===== src/rtl/multicycle_ctrl.sv =====
// Multicycle CPU control FSM: fetch/decode/execute/mem/writeback sequencing,
// memory wait timeout, and a retired-instruction counter.
module multicycle_ctrl #(
  parameter int TIMEOUT = 15,
  parameter int CNT_W   = 16
) (
  input  logic             clk,
  input  logic             rst,
  input  logic             start,
  input  logic [2:0]       opcode,
  input  logic             mem_ready,
  input  logic             alu_zero,
  output logic [2:0]       state,
  output logic             ir_load,
  output logic             mem_rd,
  output logic             mem_wr,
  output logic             reg_we,
  output logic             mem_to_reg,
  output logic             pc_en,
  output logic             pc_src,
  output logic             halted,
  output logic             err,
  output logic [2:0]       alu_op,
  output logic [CNT_W-1:0] instr_count
);

  typedef enum logic [2:0] {
    S_IDLE   = 3'd0,
    S_FETCH  = 3'd1,
    S_DECODE = 3'd2,
    S_EXEC   = 3'd3,
    S_MEM    = 3'd4,
    S_WB     = 3'd5,
    S_HALT   = 3'd6,
    S_ERROR  = 3'd7
  } state_t;

  localparam logic [2:0] OP_LW   = 3'b100;
  localparam logic [2:0] OP_SW   = 3'b101;
  localparam logic [2:0] OP_BEQ  = 3'b110;
  localparam logic [2:0] OP_HALT = 3'b111;
  localparam int         WAIT_W  = (TIMEOUT < 2) ? 1 : $clog2(TIMEOUT + 1);

  state_t             state_q;
  logic [2:0]         op_q;
  logic [WAIT_W-1:0]  wait_q;
  logic [CNT_W-1:0]   cnt_q;
  logic               timeout_hit;

  // A low mem_ready in this cycle would be the TIMEOUT-th consecutive one.
  assign timeout_hit = (wait_q == WAIT_W'(TIMEOUT - 1));

  always_ff @(posedge clk or posedge rst) begin
    if (rst) begin
      state_q <= S_IDLE;
      op_q    <= '0;
      wait_q  <= '0;
      cnt_q   <= '0;
    end else begin
      if (pc_en) cnt_q <= cnt_q + 1'b1;
      // The wait counter only survives cycles spent stalled in FETCH or MEM.
      wait_q <= '0;
      case (state_q)
        S_IDLE:   if (start) state_q <= S_FETCH;
        S_FETCH: begin
          if (mem_ready)        state_q <= S_DECODE;
          else if (timeout_hit) state_q <= S_ERROR;
          else                  wait_q  <= wait_q + 1'b1;
        end
        S_DECODE: begin
          op_q    <= opcode;
          state_q <= (opcode == OP_HALT) ? S_HALT : S_EXEC;
        end
        S_EXEC: begin
          if (op_q == OP_LW || op_q == OP_SW) state_q <= S_MEM;
          else if (op_q == OP_BEQ)            state_q <= S_FETCH;
          else                                state_q <= S_WB;
        end
        S_MEM: begin
          if (mem_ready)        state_q <= (op_q == OP_LW) ? S_WB : S_FETCH;
          else if (timeout_hit) state_q <= S_ERROR;
          else                  wait_q  <= wait_q + 1'b1;
        end
        S_WB:     state_q <= S_FETCH;
        S_HALT:   state_q <= S_HALT;
        default:  state_q <= S_ERROR;
      endcase
    end
  end

  always_comb begin
    ir_load    = 1'b0;
    mem_rd     = 1'b0;
    mem_wr     = 1'b0;
    reg_we     = 1'b0;
    mem_to_reg = 1'b0;
    pc_en      = 1'b0;
    pc_src     = 1'b0;
    halted     = 1'b0;
    err        = 1'b0;
    alu_op     = 3'b000;
    case (state_q)
      S_FETCH: begin
        mem_rd  = 1'b1;
        ir_load = mem_ready;
      end
      S_EXEC: begin
        if (op_q == OP_BEQ) begin
          alu_op = 3'b001;
          pc_en  = 1'b1;
          pc_src = alu_zero;
        end else if (!op_q[2]) begin
          alu_op = op_q;
        end
      end
      S_MEM: begin
        mem_rd = (op_q == OP_LW);
        mem_wr = (op_q == OP_SW);
        pc_en  = mem_ready && (op_q == OP_SW);
      end
      S_WB: begin
        reg_we     = 1'b1;
        pc_en      = 1'b1;
        mem_to_reg = (op_q == OP_LW);
      end
      S_HALT:  halted = 1'b1;
      S_ERROR: err    = 1'b1;
      default: ;
    endcase
  end

  assign state       = state_q;
  assign instr_count = cnt_q;

endmodule


===== config.mk =====
export PLATFORM = sky130hd
export DESIGN_NAME = multicycle_ctrl
export DESIGN_NICKNAME = d
export VERILOG_FILES = /design/src/rtl/multicycle_ctrl.sv
export SDC_FILE = /design/constraint.sdc
export NUM_CORES = 1
export LEC_CHECK = 0
export CAP_MARGIN = 20
export CORE_ASPECT_RATIO = 0.75
export CORE_MARGIN = 2
export CORE_UTILIZATION = 55
export DETAILED_ROUTE_END_ITERATION = 6
export DONT_BUFFER_PORTS = 1
export PLACE_DENSITY = 0.73
export SYNTH_ARGS = -nofsm -noshare
export SYNTH_HDL_FRONTEND = slang
export SYNTH_SLANG_ARGS = --single-unit

===== constraint.sdc =====
create_clock -name clk -period 1.4 [get_ports clk]
set_input_delay 0.21 -clock clk [delete_from_list [all_inputs] [get_ports clk]]
set_output_delay 0.21 -clock clk [all_outputs]
set_load 0.02 [all_outputs]

==> impl_metrics.csv <==
group,metric,value,unit
floorplan,initial_utilization,59.5,%
critical_path,crit_path_start_kind,"flip-flop",
layout,area_growth,62.3,%
cts,clk_path_buf_depth,2,
sta,setup_viol,35,
synth,yosysTopAreaCellShare,46.2,%
global_routing,grt_overflow,0,
global_routing,antenna_found_initial,0,
critical_path,worstSetupStartpoint,"state[0]",
synth,synth_top_family_by_area,"simple AND/OR/NAND/NOR gates",
sta,fmax,515,MHz
layout,fillers,42,
synth,yosys_warnings,0,
global_routing,grt_pass1_vias,1420,
sta,fin_crit,1.94,ns
synth,syn-cell-area,1410,um2
drt,drc,0,
synth,syn_avg_cell_area,10.5,um2
critical_path,regToRegStartpoint,"state[0]",
floorplan,core_area,2360,um2
place,place.gp.congestion,0.882,
synth,synth_nets,145,
critical_path,crit_path_cell_trace,"nand2b_4 -> buf_6 -> nor4b_4 -> a211o_4 -> buf_6 -> buf_12 -> nand4_1 -> xnor2_1",
critical_path,cp_data_required_time,1.69,ns
floorplan,dieArea,2980,um2
power,power.density,2200,nW/um2
synth,seq_area_frac_synth,46.2,%
floorplan,die_x,62.4,um
layout,stdcell_area,2280,um2
power,peakVddDrop,1.70,mV
synth,synth_top_cell_by_area,"dfrtp_1",
critical_path,worstPathArrival,2.23,ns
sta,tightest_slew,0.491,ns
synth,synth_xor_area_share,10.6,%
cts,cts-root-buf,"clkbuf_4",
global_routing,grt.total_usage,39.1,%
drt,drt_first_pass_iters,6,
layout,seq_area,656,um2
critical_path,critPathBufInv,3,
drt,postRouteAntennaNets,0,
status,status,"complete, but fails checks",
critical_path,path_delay_family,"simple AND/OR/NAND/NOR gates",
power,p_total,0.00502,W
sta,clock_skew,0.0125,ns
worst_hold_path,worstHoldStart,"opcode[1]",
layout,multiInputGateArea,1010,um2
critical_path,critPathMaxStageDelay,0.46,ns
cts,htree_levels,1,
synth,ys_ff_latch,26,
layout,finish.net_count,197,
synth,syn_inst,134,
sta,min_period_over_period,139,%
place,hpwl,2.51,mm
place,io_buffers,0,
sta,slew_violations,0,
synth,synthSimpleGateAreaFrac,25.2,%
sta,fin_ws,-0.540,ns
cts,clk_latency,0.36,ns
synth,synth.distinct_cells,36,
critical_path,crit_path_end_kind,"flip-flop",
drt,wirelength,6.89,mm
global_routing,grt_pass1_wl,8.20,mm
floorplan,die_height,47.8,um
layout,final_core_util,96.6,%
critical_path,cp_common_cell,"buf_6",
worst_hold_path,min_path_type,"input port to flip-flop",
drt,vias_per_cell,7.23,
global_routing,grt_max_degree,27,
critical_path,crit_fanout,8,
sta,slew-limit-headroom,66.9,%
sta,hold_violations,0,
layout,layout-drive-gt1-share,58.9,%
drt,drt_iter0_markers,214,
synth,synth_compound_area_share,5.60,%
sta,rsz0062_at_grt,"true",
synth,synth.area.top_cells,"dfrtp_1, xnor2_1, and3_1",
floorplan,io_pins,39,
critical_path,critical_path_class,"flip-flop to flip-flop",
cts,clock-sinks,26,
synth,synthMuxAreaShare,3.91,%
synth,synth_fa_ha_area_share,2.67,%
floorplan,fp-row-count,15,
power,p_leak,1.06,nW
layout,antenna_cells,0,
status,violations,"setup timing",
cts,clk_pin_slew,0.17,ns
critical_path,cp_slowest_cell,"dfrtp_2",
cts,numCtsBuffers,3,
place,postPlaceCellArea,1790,um2
drt,wl_per_cell,31.4,um
drt,num_vias,1584,
cts,cts_tree,"done",
flow_run,max_cap_violations,0,
## layout make-up
| type | count | share of cell area (%) |
|---|---|---|
| Sequential cell | 26 | 28.7 |
| Tap cell | 34 | 1.86 |
| Timing Repair Buffer | 55 | 22.4 |
| Clock inverter | 1 | 1.31 |
| Multi-Input combinational cell | 97 | 44.2 |
| Inverter | 3 | 0.493 |
| Clock buffer | 3 | 0.986 |
## where the power goes
group / leakage, nW / total, W / internal (W) / switching [W]
Clock: 0.0279 / 0.000561 / 0.000290 / 0.000271
Combinational: 0.695 / 0.00330 / 0.00150 / 0.00180
Sequential: 0.336 / 0.00116 / 0.000932 / 0.000229
## final timing paths
check	end	slack, ns	cells past startpoint
hold / removal	op_q[1]	0.002	1
setup reg to reg	instr_count[6]	-0.54	8
max in group asynchronous	op_q[0]	0.78	3
setup / recovery	instr_count[6]	-0.54	8
min in group asynchronous	instr_count[2]	0.34	3
hold reg to reg	wait_q[1]	0.61	2
## worst register-to-register path: stages, from the launching register on
cell and delay [ns]:
dfrtp_2 0.46, nand2b_4 0.15, buf_6 0.12, nor4b_4 0.29
a211o_4 0.20, buf_6 0.13, buf_12 0.13, nand4_1 0.17
xnor2_1 0.23
## metal layers
metal	GRT usage (%)	wire length [um]
met5	0	0
met4	19.6	697
met3	12.2	888
met2	68.8	3060
met1	45.9	2240
## stage by stage
step	setup WS, ns	hold slack (ns)	setup TNS [ns]	std cells
2_1_floorplan	-0.367	0.250	-5.52	134
3_5_place_dp	-0.271	0.178	-3.96	204
6_report	-0.540	0.00192	-12.22	219
4_1_cts	-0.425	0.0148	-7.84	220
5_1_grt	-0.543	-0.000359	-12.60	219
3_3_place_gp	-0.197	0.170	-2.53	204
## cell families (layout without fill, tap and decap cells)
group           Yosys count  count (layout)
simple gates             59              59
flops                    26              26
xor+xnor                 17              17
compound gates           12              12
buf+inv                  11              62
mux                       5               5
fa+ha+maj                 3               3
other cells               1               1
## cell usage after synthesis
master and count:
buf_4 1, nand2b_2 1, nand2_1 3, nor4b_4 1, a31oi_1 1, a211oi_1 3, dfrtp_1 26, xnor2_1 15
nor2b_1 2, mux2i_1 1, xor2_1 2, conb_1 1, nand2b_4 1, a211o_2 1, ha_1 3, and2_1 3
nor4_1 1, nor2_1 12, nand3b_1 2, clkbuf_1 2, nor3_1 1, buf_12 1, nand2b_1 3, o21ai_0 3
nor3b_1 3, inv_1 3, and4_1 1, buf_2 2, and3_1 8, o32a_1 1, a21oi_1 3, mux2_2 4
nand4_1 6, or3_1 1, nand3_1 10, buf_6 2
## placed cells by master, fill, tap and decap left out, types with 4 or more instances in the layout
cell type / count
dfrtp_1: 22
nand3_4: 7
xnor2_2: 8
nand4_1: 6
nor2_1: 8
buf_6: 13
and3_1: 7
dfrtp_2: 4
nand2b_4: 4
xnor2_1: 7
buf_4: 37
## registers in the layout (all words and copies together), names as in the netlist
| register | cells |
|---|---|
| op_q | 3 |
| wait_q | 4 |
| instr_count | 16 |
| state | 3 |
## what timing repair did
item,CTS,global route
gates resized for setup,48,29
hold buffers,1,0
setup buffers,10,0
endpoints found under the setup margin,37,38
pin swaps,21,14
hold endpoints to repair,26,0
cloned,1,0
(Power assumes the default switching activity.)
